<file path="src/rtl/ir_tx.sv">
// NEC infrared transmitter: 16-bit code in, full frame plus repeat frames out.
// Define IR_TX_CARRIER_EN to modulate marks with the ~38 kHz carrier.
module ir_tx #(
  parameter int UNIT_CYC    = 15188,
  parameter int CARRIER_DIV = 711,
  parameter int CARRIER_HI  = 237
) (
  input  logic        clk27,
  input  logic        reset,
  input  logic [15:0] tx_code,
  input  logic        tx_valid,
  output logic        tx_ready,
  input  logic        hold,
  output logic        ir_led,
  output logic        done,
  output logic [7:0]  rpt_cnt
);

  localparam int CW = (UNIT_CYC > 1) ? $clog2(UNIT_CYC) : 1;

  typedef enum logic [3:0] {
    IDLE,
    LEAD_MARK,
    LEAD_SPACE,
    BIT_MARK,
    BIT_SPACE,
    STOP_MARK,
    RPT_MARK,
    RPT_SPACE,
    RPT_STOP,
    GAP
  } state_t;

  state_t state;
  state_t state_nx;

  logic [CW-1:0] cyc;
  logic [4:0]    unit;
  logic [4:0]    bit_idx;
  logic [7:0]    frame_unit;
  logic [15:0]   code;
  logic [31:0]   frame;
  logic [4:0]    dur_m1;
  logic          bit_one;
  logic          unit_end;
  logic          st_end;
  logic          gap_end;
  logic          accept;
  logic          rpt_start;
  logic          done_nx;
  logic          mark_nx;
  logic          led_nx;

  assign accept   = tx_valid & tx_ready;
  assign frame    = {~code[7:0], code[7:0], ~code[15:8], code[15:8]};
  assign bit_one  = frame[bit_idx];
  assign unit_end = (cyc == CW'(UNIT_CYC - 1));
  assign st_end   = unit_end && (unit == dur_m1);
  assign gap_end  = unit_end && (frame_unit == 8'd191);

  assign mark_nx = state_nx inside
    {LEAD_MARK, BIT_MARK, STOP_MARK, RPT_MARK, RPT_STOP};

  always_comb begin
    dur_m1 = 5'd0;
    unique case (state)
      LEAD_MARK:  dur_m1 = 5'd15;
      LEAD_SPACE: dur_m1 = 5'd7;
      BIT_SPACE:  dur_m1 = bit_one ? 5'd2 : 5'd0;
      RPT_MARK:   dur_m1 = 5'd15;
      RPT_SPACE:  dur_m1 = 5'd3;
      default:    dur_m1 = 5'd0;
    endcase
  end

  always_comb begin
    state_nx  = state;
    done_nx   = 1'b0;
    rpt_start = 1'b0;
    unique case (state)
      IDLE: begin
        if (accept) state_nx = LEAD_MARK;
      end
      LEAD_MARK: begin
        if (st_end) state_nx = LEAD_SPACE;
      end
      LEAD_SPACE: begin
        if (st_end) state_nx = BIT_MARK;
      end
      BIT_MARK: begin
        if (st_end) state_nx = BIT_SPACE;
      end
      BIT_SPACE: begin
        if (st_end) begin
          state_nx = (bit_idx == 5'd31) ? STOP_MARK : BIT_MARK;
        end
      end
      STOP_MARK: begin
        if (st_end) state_nx = GAP;
      end
      RPT_MARK: begin
        if (st_end) state_nx = RPT_SPACE;
      end
      RPT_SPACE: begin
        if (st_end) state_nx = RPT_STOP;
      end
      RPT_STOP: begin
        if (st_end) state_nx = GAP;
      end
      GAP: begin
        if (gap_end) begin
          if (hold) begin
            state_nx  = RPT_MARK;
            rpt_start = 1'b1;
          end else begin
            state_nx = IDLE;
            done_nx  = 1'b1;
          end
        end
      end
      default: state_nx = IDLE;
    endcase
  end

`ifdef IR_TX_CARRIER_EN
  localparam int KW = (CARRIER_DIV > 1) ? $clog2(CARRIER_DIV) : 1;

  logic [KW-1:0] car;
  logic [KW-1:0] car_nx;

  // Every mark is a fresh state entry, so the carrier phase restarts there.
  always_comb begin
    car_nx = car + KW'(1);
    if (state_nx != state) begin
      car_nx = '0;
    end else if (car == KW'(CARRIER_DIV - 1)) begin
      car_nx = '0;
    end
  end

  assign led_nx = mark_nx && (car_nx < KW'(CARRIER_HI));

  always_ff @(posedge clk27) begin
    if (reset) begin
      car <= '0;
    end else begin
      car <= car_nx;
    end
  end
`else
  logic unused_carrier_cfg;

  assign unused_carrier_cfg = ^{CARRIER_DIV[0], CARRIER_HI[0]};
  assign led_nx = mark_nx;
`endif

  always_ff @(posedge clk27) begin
    if (reset) begin
      state      <= IDLE;
      cyc        <= '0;
      unit       <= '0;
      bit_idx    <= '0;
      frame_unit <= '0;
      code       <= '0;
      rpt_cnt    <= '0;
      tx_ready   <= 1'b1;
      ir_led     <= 1'b0;
      done       <= 1'b0;
    end else begin
      state    <= state_nx;
      tx_ready <= (state_nx == IDLE);
      ir_led   <= led_nx;
      done     <= done_nx;

      if (state_nx != state) begin
        cyc  <= '0;
        unit <= '0;
      end else if (state != IDLE) begin
        if (unit_end) begin
          cyc  <= '0;
          unit <= unit + 5'd1;
        end else begin
          cyc <= cyc + CW'(1);
        end
      end

      if (accept) begin
        bit_idx <= '0;
      end else if (state == BIT_SPACE && st_end) begin
        bit_idx <= bit_idx + 5'd1;
      end

      // Frame timer spans the whole 192-unit period, gap included.
      if (accept || rpt_start || state_nx == IDLE) begin
        frame_unit <= '0;
      end else if (unit_end) begin
        frame_unit <= frame_unit + 8'd1;
      end

      if (accept) begin
        code <= tx_code;
      end

      if (accept) begin
        rpt_cnt <= '0;
      end else if (rpt_start && rpt_cnt != 8'hFF) begin
        rpt_cnt <= rpt_cnt + 8'd1;
      end
    end
  end

endmodule

</file>
<file path="config.mk">
export PLATFORM = sky130hd
export DESIGN_NAME = ir_tx
export DESIGN_NICKNAME = d
export VERILOG_FILES = /design/src/rtl/ir_tx.sv
export SDC_FILE = /design/constraint.sdc
export NUM_CORES = 1
export LEC_CHECK = 0
export ABC_AREA = 1
export ABC_CLOCK_PERIOD_IN_PS = 3200
export BUFFER_PORTS_ARGS = -buffer_cell sky130_fd_sc_hd__buf_2
export CAP_MARGIN = 15
export CORE_ASPECT_RATIO = 1.1
export CORE_MARGIN = 1.5
export CORE_UTILIZATION = 45
export DETAILED_ROUTE_END_ITERATION = 10
export PLACE_DENSITY_LB_ADDON = 0.2
export SLEW_MARGIN = 15
export SYNTH_ARGS = -nofsm -noshare
export SYNTH_HDL_FRONTEND = slang
export SYNTH_SLANG_ARGS = --single-unit
</file>
<file path="constraint.sdc">
create_clock -name clk27 -period 3.2 [get_ports clk27]
set_input_delay 0.32 -clock clk27 [delete_from_list [all_inputs] [get_ports clk27]]
set_output_delay 0.32 -clock clk27 [all_outputs]
set_load 0.01 [all_outputs]
</file>
* Word level (Yosys, flattened, before mapping)
Cells that the tools add are included.
Storage, ports and cells: logic and storage cells 79, bits in latches 0, memories 0, bits in read-only memories 0, flip-flop bits (word level) 63, input bits 20, memory bits (writable) 0, output and inout port bits 11
Operators by class: add/subtract/negate cells 5, bitwise logic cells 5, reductions and logical operators 17, muxes and demuxes 21, order comparisons 1, equality and inequality tests 20, shifts and indexed selects 0, div/mod/pow operators 0, multipliers 0
Operators with widths (number):
- $mux 4 | 9
- $pmux 4 s9 | 1
- $eq 4x3->1 const B | 6
- $add 8x1->8 const B | 2
- $not 8->8 | 2
- $pmux 4 s4 | 1
- $add 14x1->14 const B | 1
- $eq 14x14->1 const B | 1
- $mux 14 | 1
- $eq 4x2->1 const B | 3
- $eq 4x4->1 const B | 3
- $add 5x1->5 const B | 2
- $reduce_or 2->1 | 5
- $eq 4x1->1 const B | 2
- $eq 8x8->1 const B | 1
- $logic_not 4->1 | 2
- $ne 8x8->1 const B | 1
- $lt 5x6->1 const B | 1
- $mux 3 | 2
- $bmux 1 s5 | 1
- $eq 5x5->1 | 1
- $eq 5x5->1 const B | 1
- $mux 1 | 5
- $reduce_bool 5->1 | 1
- 9 further kinds | 14

* Depth between registers and ports, before layout
word-level depth 12, mapped depth 20, gate-level depth less buffers 20

* Worst setup path after synthesis
Ideal clock, no wire load.
path type reg-to-reg, start point register cyc[0], end point register cyc[10], buffers on the path 1, stages on the path, launching flop included 16, slack 0.912 ns, period minus slack after synthesis 2.288 ns, data required time 3.080 ns, library setup time 0.120 ns, arrival time 2.168 ns, cells stage by stage dfxtp_1 ha_1 inv_1 nor3_1 nand2_1 nor2_1 nand4_2 nor2_4 nand3_4 nand2_2 nand2_2 a21oi_1 nand2_1 nand4_4 buf_12 nor2_4
On the way: longest elaborated chain between the ends 6, elaborated cells between the ends (all ways) 16, those cells by class add/sub: 1; eq/ne: 2; mux: 10; reduce/logical: 3
Ends and longest elaborated chain:
- start, declared | RTL line 37 | logic [CW-1:0] cyc;
- start signal, assigned | RTL line 183 | cyc <= cyc + CW'(1);
- $eq 14x14->1 | RTL line 57 | assign unit_end = (cyc == CW'(UNIT_CYC - 1));
- $logic_and 1x1->1, on equally long branches | RTL line 59, 58
- $mux 4, or another cell as far along | RTL line 111 | if (gap_end) begin
- $pmux 4 s9 | RTL line 80 | unique case (state)
- $ne 4x4->1 | RTL line 175 | if (state_nx != state) begin
- $reduce_or 2->1 (no source line)
Several ways; a longest one is shown, not always the timed one. A chain may end at the register's enable or synchronous reset.

* Worst setup path in the final report
start point register bit_idx[0], end point register cyc[4]
On the way: longest elaborated chain between the ends 10, elaborated cells between the ends (all ways) 18, those cells by class eq/ne: 3; mux: 13; reduce/logical: 2
Ends and longest elaborated chain:
- start, declared | RTL line 39 | logic [4:0] bit_idx;
- start signal, assigned | RTL line 190 | bit_idx <= bit_idx + 5'd1;
- $bmux 1 s5 | RTL line 56 | assign bit_one = frame[bit_idx];
- $mux 1 (implied by the code) | RTL line 56
- $mux 2 | RTL line 69 | BIT_SPACE: dur_m1 = bit_one ? 5'd2 : 5'd0;
- $pmux 4 s4 | RTL line 66 | unique case (state)
- $eq 5x5->1 | RTL line 58 | assign st_end = unit_end && (unit == dur_m1);
- $logic_and 1x1->1 | RTL line 58
- $mux 4, or another cell as far along | RTL line 99, 108
- $pmux 4 s9 (*) | RTL line 80
- $ne 4x4->1 (*) | RTL line 175
- $reduce_or 2->1 (no source line) (*)
Every way passes the cells marked *; elsewhere a longest branch is shown, timed or not. The select of a mux whose other input is x is not followed.

==> flow_summary.yaml <==
run_status:
  status: "finished, final reports clean"
global_route:
  grt_max_degree: 25
  first_global_vias: 2904
  overflow: 0
  grtUsageTotal_pct: 19.0
  grt_antenna_before_repair: 0
  grt_pass1_wl_mm: 12.3
worst_setup_path:
  arrival_ns: 3.02
  worst-setup-path-type: "reg2reg"
  cp-start-kind: "flop"
  critPathMaxFanout: 19
  end_kind: "flop"
  required_ns: 3.41
pwr:
  pwr-share-seq_pct: 52.9
  power_leakage_nw: 1.68
  power.density_nw_per_um2: 394
  netSwitchingFraction_pct: 26.9
  internal_power_mw: 1.13
  clkPwrFrac_pct: 38.6
  total_power_mw: 1.54
  combinationalPowerShare_pct: 8.5
  worst_ir_drop_vdd_mv: 0.273
  power.switching_mw: 0.414
layout:
  layout_commonest_cell: "nand2_1"
  drive_above_1_share_pct: 15.0
  antennaDiodeCount: 0
  fin_cells: 653
  fillCellCount: 778
  finalNetCount: 569
  design_area_um2: 3900
  post-route-util_pct: 52.2
  layout_common_cells: "89 x nand2_1, 87 x inv_1, 78 x nor2_1"
  syn2layout_area_growth_pct: 12.8
yosys:
  ys_seq_area_share_pct: 36.5
  yosys_warnings: 0
  syn_nets: 529
  synthCells: 503
  syn_avg_cell_area_um2: 6.88
  synth_top_cell_area_share_pct: 36.5
  ys_types: 34
  synth-seq-cells: 63
  synthTopCellsByArea: "dfxtp_1 36%, nand2_1 9.7%, inv_1 9.4%"
  yosys.area.top_type: "dfxtp_1"
  syn_area_um2: 3460
drt:
  drt_iter0_drc: 155
  drc_errors: 0
  drtAntennaViolNets: 0
  vias_per_cell: 4.79
  first_pass_iters: 4
  num_vias: 3131
  wirelength_mm: 7.10
  wl_per_cell_um: 10.9
clocking:
  insertion_delay_ns: 0.34
  post-cts-setup-buffers: 0
  path_clk_slew_ns: 0.07
  cts_buffers: 9
  clk_path_buf_depth: 2
  holdBufCountCts: 0
  cts_tree: "yes"
  cts_root_buf: "clkbuf_8"
  cts_resized: 0
  cts-htree-levels: 3
  cts_sinks: 63
sta:
  fin_skew_ns: 0.0125
  final.setup.worst_slack_ns: 0.392
  tightest_slew_ns: 0.547
  period_minus_slack_ns: 2.81
  slew_viol_final: 0
  setup_viol: 0
  setup_tns_ns: 0
  fin_crit_sh_pct: 87.8
  slew-limit-headroom_pct: 63.4
  timing_hold_violations_final: 0
  clock.fmax_mhz: 356
  rsz0062_at_grt: "false"
  holdWs_ns: 0.199
placement:
  pre_cts_ws_ns: 0.423
  placed_cell_area_um2: 3740
  port_buffers: 30
  dp_hpwl_mm: 5.36
  dp_cells: 637
  gp_routability_congestion: 0.893
floorplanning:
  fp.dieArea_um2: 8220
  initial_core_util_pct: 46.3
  io_pins: 31
  core_area_um2: 7470
  rows: 33
  fp.dieH_um: 95.0
  die_w_um: 86.6
worst_hold_path:
  hold_class: "in2reg"
flow_run:
  cap_violations: 0
## worst max-delay path: stages, from the launching register on
cell     delay (ns)
dfxtp_1        0.58
inv_2          0.17
nand2_1        0.10
nand3_1        0.07
nand2_1        0.07
nor2_1         0.04
nand2_1        0.08
nand2_1        0.06
nand2_1        0.05
nand3_1        0.10
nand2_1        0.13
nand2_4        0.08
nand3_4        0.10
nand2_1        0.13
a21oi_1        0.27
nand2_1        0.14
nand4_4        0.08
buf_4          0.37
nor2_1         0.07
## cells in the mapped netlist (all sizes together)
master  number
nand2       99
inv         90
nor2        89
dfxtp       63
nand3       31
o21ai       30
a21oi       29
nand4       16
xor2        15
nor3        12
ha           6
clkbuf       4
a211oi       3
nor4         3
a22oi        2
buf          2
clkinv       2
nand3b       2
mux2i        1
o211ai       1
o41ai        1
or2          1
xnor2        1
## cells by family (layout without fill, tap and decap cells)
| group | Yosys count | count (layout) | synth area share [%] |
|---|---|---|---|
| simple gates | 253 | 253 | 35.5 |
| buf+inv | 98 | 143 | 11.2 |
| compound gates | 66 | 66 | 10.1 |
| flops | 63 | 63 | 36.5 |
| xor+xnor | 16 | 16 | 4.27 |
| fa+ha+maj | 6 | 6 | 2.17 |
| mux | 1 | 1 | 0.289 |
## flip-flops by register name (all words and copies together), names as in the netlist
register,flops
tx_ready,1
frame_unit,8
ir_led,1
bit_idx,5
unit,5
done,1
code,16
rpt_cnt,8
cyc,14
state,4
## layer usage
layer / track usage (%) / vias up / part of all wire (%)
met5: 0 / - / 0
met4: 7.66 / 0 / 1.4
met3: 4.55 / 10 / 2.7
met2: 33.2 / 45 / 48
met1: 22.2 / 1404 / 48
li1: - / 1672 / -
## area by class of cell
| type | instances | area (um2) | area share, % |
|---|---|---|---|
| Multi-Input combinational cell | 342 | 1810 | 46.4 |
| Sequential cell | 63 | 1260 | 32.3 |
| Inverter | 92 | 345 | 8.85 |
| Timing Repair Buffer | 35 | 188 | 4.81 |
| Tap cell | 105 | 131 | 3.37 |
| Clock buffer | 10 | 128 | 3.27 |
| Clock inverter | 6 | 37.5 | 0.962 |
## power by group through the flow
| stage | sequential (mW) | clock (mW) | combinational [mW] |
|---|---|---|---|
| floorplan | 0.831 | 0 | 0.0991 |
| global placement | 0.831 | 0 | 0.130 |
| detailed placement | 0.832 | 0 | 0.131 |
| CTS | 0.814 | 0.617 | 0.132 |
| global route | 0.816 | 0.651 | 0.149 |
| finish | 0.814 | 0.595 | 0.130 |
## path summary, 6_finish.rpt
kind,start,endpoint,slack (ns),cells past startpoint
setup / recovery,bit_idx[0]$_SDFFE_PP0P_,cyc[4]$_SDFFE_PP0N_,0.39,18
hold / removal,hold,done$_SDFF_PP0_,0.20,2
setup reg to reg,bit_idx[0]$_SDFFE_PP0P_,cyc[4]$_SDFFE_PP0N_,0.39,18
hold reg to reg,code[11]$_SDFFE_PP0P_,code[11]$_SDFFE_PP0P_,0.46,2
Note: power is estimated with default switching activity, not from simulation.
